===== src/rtl/lc_osc_freq_counter.sv =====
// lc_osc_freq_counter: counts synchronized oscillator rising edges over a
// programmable 2^(GATE_MIN_LOG2+gate_sel) clk gate window. Rev 1.0.
`default_nettype none

module lc_osc_freq_counter #(
  parameter int CNT_W         = 16,
  parameter int SYNC_STAGES   = 2,
  parameter int GATE_MIN_LOG2 = 8
) (
  input  logic             clk,
  input  logic             rst,
  input  logic             osc_in,
  input  logic             start,
  input  logic             continuous,
  input  logic [2:0]       gate_sel,
  output logic [CNT_W-1:0] result,
  output logic             result_valid,
  output logic             busy,
  output logic             overflow
);

  localparam int GW = GATE_MIN_LOG2 + 8;

  typedef enum logic [1:0] {
    IDLE = 2'd0,
    GATE = 2'd1,
    DONE = 2'd2
  } state_t;

  state_t                 state_q;
  logic [SYNC_STAGES-1:0] sync_q;
  logic                   prev_q;
  logic [2:0]             gsel_q;
  logic [GW-1:0]          gate_cnt_q;
  logic [CNT_W-1:0]       edge_cnt_q, edge_cnt_d;
  logic                   ovf_q, ovf_d;
  logic [CNT_W-1:0]       result_q;
  logic                   result_valid_q;
  logic                   busy_q;
  logic                   overflow_q;

  logic                   rise;
  logic [GW-1:0]          gate_last;

  assign rise      = sync_q[SYNC_STAGES-1] & ~prev_q;
  assign gate_last = (GW'(1) << (GATE_MIN_LOG2 + 32'(gsel_q))) - GW'(1);

  // Edge counter saturates at all-ones and flags the window as overflowed.
  always_comb begin
    edge_cnt_d = edge_cnt_q;
    ovf_d      = ovf_q;
    if (state_q == GATE && rise) begin
      if (&edge_cnt_q) ovf_d = 1'b1;
      else             edge_cnt_d = edge_cnt_q + CNT_W'(1);
    end
  end

  always_ff @(posedge clk or posedge rst) begin
    if (rst) begin
      state_q        <= IDLE;
      sync_q         <= '0;
      prev_q         <= 1'b0;
      gsel_q         <= '0;
      gate_cnt_q     <= '0;
      edge_cnt_q     <= '0;
      ovf_q          <= 1'b0;
      result_q       <= '0;
      result_valid_q <= 1'b0;
      busy_q         <= 1'b0;
      overflow_q     <= 1'b0;
    end else begin
      sync_q         <= {sync_q[SYNC_STAGES-2:0], osc_in};
      prev_q         <= sync_q[SYNC_STAGES-1];
      result_valid_q <= 1'b0;
      case (state_q)
        IDLE: begin
          if (start) begin
            gsel_q     <= gate_sel;
            gate_cnt_q <= '0;
            edge_cnt_q <= '0;
            ovf_q      <= 1'b0;
            busy_q     <= 1'b1;
            state_q    <= GATE;
          end
        end
        GATE: begin
          edge_cnt_q <= edge_cnt_d;
          ovf_q      <= ovf_d;
          // Outputs are registered, so publish on the edge entering DONE.
          if (gate_cnt_q == gate_last) begin
            result_q       <= edge_cnt_d;
            overflow_q     <= ovf_d;
            result_valid_q <= 1'b1;
            state_q        <= DONE;
          end else begin
            gate_cnt_q <= gate_cnt_q + GW'(1);
          end
        end
        DONE: begin
          if (continuous) begin
            gsel_q     <= gate_sel;
            gate_cnt_q <= '0;
            edge_cnt_q <= '0;
            ovf_q      <= 1'b0;
            state_q    <= GATE;
          end else begin
            busy_q  <= 1'b0;
            state_q <= IDLE;
          end
        end
        default: begin
          busy_q  <= 1'b0;
          state_q <= IDLE;
        end
      endcase
    end
  end

  assign result       = result_q;
  assign result_valid = result_valid_q;
  assign busy         = busy_q;
  assign overflow     = overflow_q;

endmodule

`default_nettype wire


===== config.mk =====
export PLATFORM = sky130hd
export DESIGN_NAME = lc_osc_freq_counter
export DESIGN_NICKNAME = d
export VERILOG_FILES = /design/src/rtl/lc_osc_freq_counter.sv
export SDC_FILE = /design/constraint.sdc
export NUM_CORES = 1
export LEC_CHECK = 0
export CAP_MARGIN = 15
export CORE_ASPECT_RATIO = 1.5
export CORE_MARGIN = 2
export CORE_UTILIZATION = 55
export CTS_BUF_LIST = sky130_fd_sc_hd__clkbuf_4 sky130_fd_sc_hd__clkbuf_8 sky130_fd_sc_hd__clkbuf_16
export CTS_CLUSTER_DIAMETER = 150
export DETAILED_ROUTE_END_ITERATION = 12
export PLACE_DENSITY = 0.84
export SETUP_SLACK_MARGIN = 0.3
export SYNTH_ARGS = -nofsm -noshare
export SYNTH_HDL_FRONTEND = slang
export SYNTH_SLANG_ARGS = --single-unit
export TNS_END_PERCENT = 20

===== constraint.sdc =====
create_clock -name clk -period 4.59 [get_ports clk]
set_clock_uncertainty 0.2 [all_clocks]
set_input_delay 0.918 -clock clk [delete_from_list [all_inputs] [get_ports clk]]
set_output_delay 0.918 -clock clk [all_outputs]
set_load 0.05 [all_outputs]

==> impl_metrics.yaml, run 1 <==
status:
  status: "finished, final reports clean"
clock_tree:
  cts_max_level: 3
  ctsHoldBuffers: 0
  clk_path_buf_depth: 2
  root_buffer: "clkbuf_8"
  post_cts_buffers: 0
  cts_tree: "built"
  clock-sinks: 60
  insertion_delay_ps: 340
  clk_pin_slew_ps: 70
  numCtsBuffers: 9
  post_cts_resized: 0
setup_path:
  critPathMaxStageDelay_ps: 740
  cp_max_fo: 43
  worstSetupEndpointType: "flip-flop"
  crit_type: "flip-flop to flip-flop"
  cpLargestDelayFamily: "compound AO/OA/AOI/OAI gates"
  cp.required_ps: 4620
  worstPathArrival_ps: 3250
  critPathBufInv: 0
  regToRegSetupSlack_ps: 1370
  cp_slowest_cell: "o2111a_2"
  cp_num_cells: 7
  crit_path_start: "gsel_q[2]$_DFFE_PP0P_"
  r2r_cells: 7
  path_cells: "or3_1 > ha_1 > nor4_1 > nand2_1 > o211ai_1 > o2111a_2 > mux2_2"
  critPathLaunchType: "flip-flop"
  r2r_start: "gsel_q[2]$_DFFE_PP0P_"
  endpoint: "result[5]$_DFFE_PP0P_"
  reg2reg_to: "result[5]$_DFFE_PP0P_"
global_route:
  grt_start_max_net_pins: 44
  grt_pass1_wl_um: 11600
  antenna_found_initial: 0
  gr-total-overflow: 0
  grt_pass1_vias: 2590
  track_usage: 0.234
final_layout:
  diodes: 0
  area_growth_pct: 16.1
  fin_nets: 356
  drive_gt1_frac: 0.137
  num-fill-cells: 466
die:
  start_util: 0.562
  die_area_um2: 6460
  die_y_um: 97.5
  row_count: 34
  core-area_um2: 5700
  pin_count: 27
  die_w_um: 66.3
detailed_routing:
  drt-total-wl_um: 6750
  drc: 0
  dr.pass1.iters: 4
  drtIter0Drc: 134
  via_per_inst: 6.03
  wl_per_cell_um: 16.0
  ant_nets: 0
  vias: 2545
timing:
  period_share: 0.702
  slew_headroom: 0.404
  fin_tns_setup_ps: 0
  finalSetupViolations: 0
  finalHoldViolCount: 0
  final_max_slew_viol_count: 0
  grt_setup_unrepaired: "false"
  tightest_slew_ps: 891
  max_freq_ghz: 0.310
  finalCriticalPeriod_ps: 3220
  fin_ws_ps: 1370
place:
  place_congestion: 0.880
  pre_cts_ws_ps: 1400
  dp_hpwl_um: 4740
  port_buffers: 26
min_path:
  min_path_cells: 0
  hold_class: "flip-flop to flip-flop"
yosys:
  ys_ff_latch: 60
  synth_seq_area_share: 0.469
  ys_warn_count: 0
  synth-simple-area-share: 0.215
  synth.net_count: 332
  ys_types: 42
  synth_top_family_by_area: "simple AND/OR/NAND/NOR gates"
  synth_mux_area_frac: 0.0922
  synth_xor_area_frac: 0.0492
  synthCells: 321
  synth_compound_area_frac: 0.125
  synth_fa_ha_area_frac: 0.0117
  avgSynthCellArea_um2: 9.98
  netlist_area_um2: 3200
pwr:
  leakage_uw: 0.00163
  seq_power_share: 0.472
  power.internal_uw: 1040
  p_comb_frac: 0.140
  vdd_drop_max_uv: 429
  switching_power_uw: 392
  p_per_area_nw_per_um2: 386
  finalPower_uw: 1430
  clockPowerShare: 0.389
  p_sw_frac: 0.273
run:
  drv_cap: 0
==> cell usage after synthesis (all sizes together) <==
master  number  area share
a21boi       1      0.0023
a21oi       26       0.041
a22o         5       0.014
a31o         1      0.0027
a31oi        2      0.0039
and2         4      0.0078
and3         9       0.018
and4         4       0.011
and4bb       1      0.0039
buf         10       0.022
clkbuf       6      0.0070
dfrtp       60        0.47
ha           3       0.012
inv          8      0.0094
mux2        20       0.070
mux2i        7       0.022
nand2       29       0.034
nand2b       5      0.0098
nand3       12       0.019
nand3b       4      0.0094
nand4        6       0.012
nor2        13       0.015
nor2b        5      0.0098
nor3b        3      0.0070
nor4         7       0.018
o2111a       1      0.0039
o211ai       2      0.0047
o21a         1      0.0023
o21ai       20       0.031
o22ai        1      0.0020
o31a         2      0.0055
o31ai        5       0.012
or2          4      0.0078
or3         10       0.020
or4          6       0.014
xnor2       11       0.030
xor2         7       0.019
==> flip-flops by register name (all words and copies together) (netlist names) <==
signal / cells
gate_cnt_q: 16
result: 16
busy: 1
gsel_q: 3
edge_cnt_q: 16
prev_q: 1
result_valid: 1
state_q: 2
sync_q: 2
ovf_q: 1
overflow: 1
==> layout make-up <==
cell class	instances	area, um2	area share
Clock inverter	4	70.1	0.0188
Clock buffer	12	165	0.0444
Tap cell	72	90.1	0.0242
Sequential cell	60	1500	0.404
Inverter	8	30.0	0.00808
Multi-Input combinational cell	237	1580	0.424
Timing Repair Buffer	29	283	0.0761
==> per-layer routing <==
metal | vias to the layer above | share of wire | global-route usage
met4 | 0 | 0.031 | 0.122
met3 | 19 | 0.029 | 0.0521
met5 | - | 0 | 0
li1 | 1217 | - | -
met2 | 47 | 0.53 | 0.388
met1 | 1262 | 0.41 | 0.278
==> worst min path at each step <==
stage | start | end | slack (ps)
3_5_place_dp | sync_q[0]$_DFF_PP0_ | sync_q[1]$_DFF_PP0_ | 130
6_report | sync_q[0]$_DFF_PP0_ | sync_q[1]$_DFF_PP0_ | 150
2_1_floorplan | sync_q[0]$_DFF_PP0_ | sync_q[1]$_DFF_PP0_ | 130
5_1_grt | sync_q[0]$_DFF_PP0_ | sync_q[1]$_DFF_PP0_ | 160
4_1_cts | sync_q[0]$_DFF_PP0_ | sync_q[1]$_DFF_PP0_ | 150
3_3_place_gp | sync_q[0]$_DFF_PP0_ | sync_q[1]$_DFF_PP0_ | 140
==> power by group through the flow <==
stage	sequential (uW)	combinational [uW]	clock, uW
floorplan	653	175	0
global placement	675	186	0
detailed placement	682	201	0
CTS	673	202	568
global route	685	225	580
finish	677	201	557
==> kinds of logic after synthesis <==
kind of cell	Yosys count
flops	60
buf+inv	24
mux	27
simple gates	122
compound gates	67
fa+ha+maj	3
xor+xnor	18
==> layout by cell type (no fill, tap or decap), types with 9 or more instances in the layout <==
cell             Yosys  layout
nand3_1             12      12
a21oi_1             26      26
mux2_2              20      20
dfrtp_1             60      60
clkdlybuf4s50_1      0      26
and3_1               9       9
o21ai_0             20      19
nand2_1             29      29
xnor2_1             11      11
nor2_1              13      13
or3_1               10      10
clkbuf_8             0      12
==> per-stage QoR <==
stage,util,hold slack (ps),instances,instance area [um2]
final,0.652,150,422,3720
after global routing,0.652,161,422,3720
after CTS,0.652,151,422,3720
after detailed placement,0.611,135,406,3480
after global placement,0.611,135,406,3480
after floorplan,-,131,321,3200
==> worst reg2reg max path: cells and delay by family (launching register included) <==
family / cells / cell delay [ps]
adder cells (fa/ha/maj): 1 / 280
flip-flops: 1 / 530
AO/OA/AOI/OAI: 2 / 860
AND/OR/NAND/NOR: 3 / 800
multiplexers: 1 / 430
(Power assumes the default switching activity.)
==> inputs of run 2 (changes only) <==
CORE_UTILIZATION = 52   (was 55)
clock period = 2.8 ns   (was 4.59 ns; I/O delays follow)
==> run 2 against run 1 <==
Effect of this change:
- non-clock buffer count grew 10
- design area grew 4.9%
- global-route usage is essentially flat
- core utilization shrank 0.70 points
- count of clock-buffer cells in the layout shrank 1
- critical path depth grew 2
- routed wire length grew 11%
- register-to-register slack lost 1300 ps
- clock power grew 42%
- combinational power grew 98%
- total power grew 59%
- die area grew 5.5%
- largest cell class unchanged
- highest routed layer unchanged
==> impl_metrics.yaml, run 2 (same netlist as run 1, synthesis figures left out) <==
status:
  status: "finished, final reports clean"
final_layout:
  final_common_cell: "dfrtp_1"
  multi_input_area_um2: 1680
  diodes: 0
  area_growth_pct: 21.7
  design_area_um2: 3900
  drive_gt1_frac: 0.195
  fin_util: 0.645
  fin_nets: 366
  final_cell_mix: "dfrtp_1 (60), nand2_1 (29), clkdlybuf4s50_1 (26), a21oi_1 (23), o21ai_0 (19)"
  num-fill-cells: 478
  regArea_um2: 1500
clock_tree:
  clk_path_buf_depth: 2
  cts_tree: "built"
  insertion_delay_ps: 340
  cts_max_level: 3
  clk_pin_slew_ps: 70
  ctsHoldBuffers: 0
  numCtsBuffers: 9
  root_buffer: "clkbuf_8"
  clock-sinks: 60
global_route:
  grt_pass1_wl_um: 12000
  grt_pass1_vias: 2596
  track_usage: 0.235
  gr-total-overflow: 0
  grt_start_max_net_pins: 61
  antenna_found_initial: 0
timing:
  fin_ws_ps: 33.4
  tightest_slew_ps: 1080
  final_max_slew_viol_count: 0
  finalCriticalPeriod_ps: 2770
  finalHoldViolCount: 0
  grt_setup_unrepaired: "true"
  max_freq_ghz: 0.361
  period_share: 0.988
  slew_headroom: 0.276
  finalSetupViolations: 0
detailed_routing:
  wl_per_cell_um: 17.2
  ant_nets: 0
  dr.pass1.iters: 4
  via_per_inst: 6.05
  drtIter0Drc: 116
  vias: 2619
  drc: 0
  drt-total-wl_um: 7470
place:
  pre_cts_ws_ps: 72.3
  port_buffers: 26
  place_congestion: 0.846
  place_area_um2: 3610
  dp_hpwl_um: 4900
die:
  row_count: 35
  core-area_um2: 6040
  die_w_um: 68.1
  die_y_um: 100
  pin_count: 27
  start_util: 0.530
  die_area_um2: 6820
setup_path:
  r2r_cells: 9
  critPathLaunchType: "flip-flop"
  worstPathArrival_ps: 2790
  cp_max_fo: 31
  reg2reg_to: "result[9]$_DFFE_PP0P_"
  cp.required_ps: 2830
  worstSetupEndpointType: "flip-flop"
  regToRegSetupSlack_ps: 30
  r2r_start: "gsel_q[0]$_DFFE_PP0P_"
  crit_type: "flip-flop to flip-flop"
pwr:
  p_per_area_nw_per_um2: 586
  leakage_uw: 0.00170
  vdd_drop_max_uv: 484
min_path:
  min_from: "sync_q[0]$_DFF_PP0_"
  whs_endpoint: "sync_q[1]$_DFF_PP0_"
  hold_class: "flip-flop to flip-flop"
  min_path_cells: 0
run:
  drv_cap: 0
run 2: cell types whose count changed in the layout (fill, tap and decap cells not counted), moves of 2 or more:
| cell | previous run | this run |
|---|---|---|
| mux2_2 | 20 | 14 |
| buf_6 | 0 | 3 |
| nor4_1 | 5 | 3 |
| a21oi_1 | 26 | 23 |
| a21oi_2 | 0 | 3 |
| mux2_4 | 0 | 6 |
| buf_4 | 3 | 8 |
| buf_12 | 0 | 2 |
run 2: worst max-delay path, stage by stage (launching register included):
cell and delay (ps):
dfrtp_1 380, or3_4 400, ha_4 180, buf_4 150, nor4_2 250, nand2_1 90
o211ai_1 140, o2111a_2 310, buf_12 190, mux2_2 350
run 2: how the worst max path moves through the flow:
stage	from	end	slack, ps	depth (start not counted)
2_1_floorplan	gsel_q[1]$_DFFE_PP0P_	result[1]$_DFFE_PP0P_	120	10
3_3_place_gp	gsel_q[0]$_DFFE_PP0P_	gate_cnt_q[11]$_DFFE_PP0P_	150	9
3_5_place_dp	gsel_q[0]$_DFFE_PP0P_	gate_cnt_q[11]$_DFFE_PP0P_	70	9
4_1_cts	gsel_q[0]$_DFFE_PP0P_	gate_cnt_q[11]$_DFFE_PP0P_	60	9
5_1_grt	gsel_q[0]$_DFFE_PP0P_	result[7]$_DFFE_PP0P_	-70	9
6_report	gsel_q[0]$_DFFE_PP0P_	result[9]$_DFFE_PP0P_	30	9
run 2: final cells by class:
type | count | share of cell area
Clock buffer | 11 | 0.0388
Clock inverter | 4 | 0.0125
Inverter | 8 | 0.00770
Multi-Input combinational cell | 237 | 0.431
Sequential cell | 60 | 0.385
Tap cell | 74 | 0.0237
Timing Repair Buffer | 39 | 0.101
run 2: layer usage:
layer | vias up | share of wire | track usage
li1 | 1229 | - | -
met1 | 1299 | 0.41 | 0.292
met2 | 68 | 0.52 | 0.383
met3 | 23 | 0.044 | 0.0516
met4 | 0 | 0.031 | 0.105
met5 | - | 0 | 0
run 2: stage by stage:
step                power (uW)  hold slack (ps)  setup TNS [ps]  cells
floorplan                 1370              131               0    321
global placement          1440              133               0    416
detailed placement        1470              140               0    416
CTS                       2270              155               0    433
global route              2390              158            -547    433
finish                    2290              152               0    433
run 2: power by group:
part	switching (uW)	internal (uW)	leakage, uW
Clock	340	453	0.000105
Combinational	194	202	0.000807
Sequential	128	968	0.000789
run 2: timing repair:
item,in CTS,in global routing
cloned,0,0
gates resized for setup,5,13
endpoints found under the hold margin,0,0
buffers inserted,2,0
endpoints found under the setup margin,31,38
pin swaps,2,6
==> inputs of run 3 (changes only) <==
ABC_CLOCK_PERIOD_IN_PS = 2800   (was unset)
==> results of run 3 <==
Final layout, timing and power as in run 2 (identical DEF).
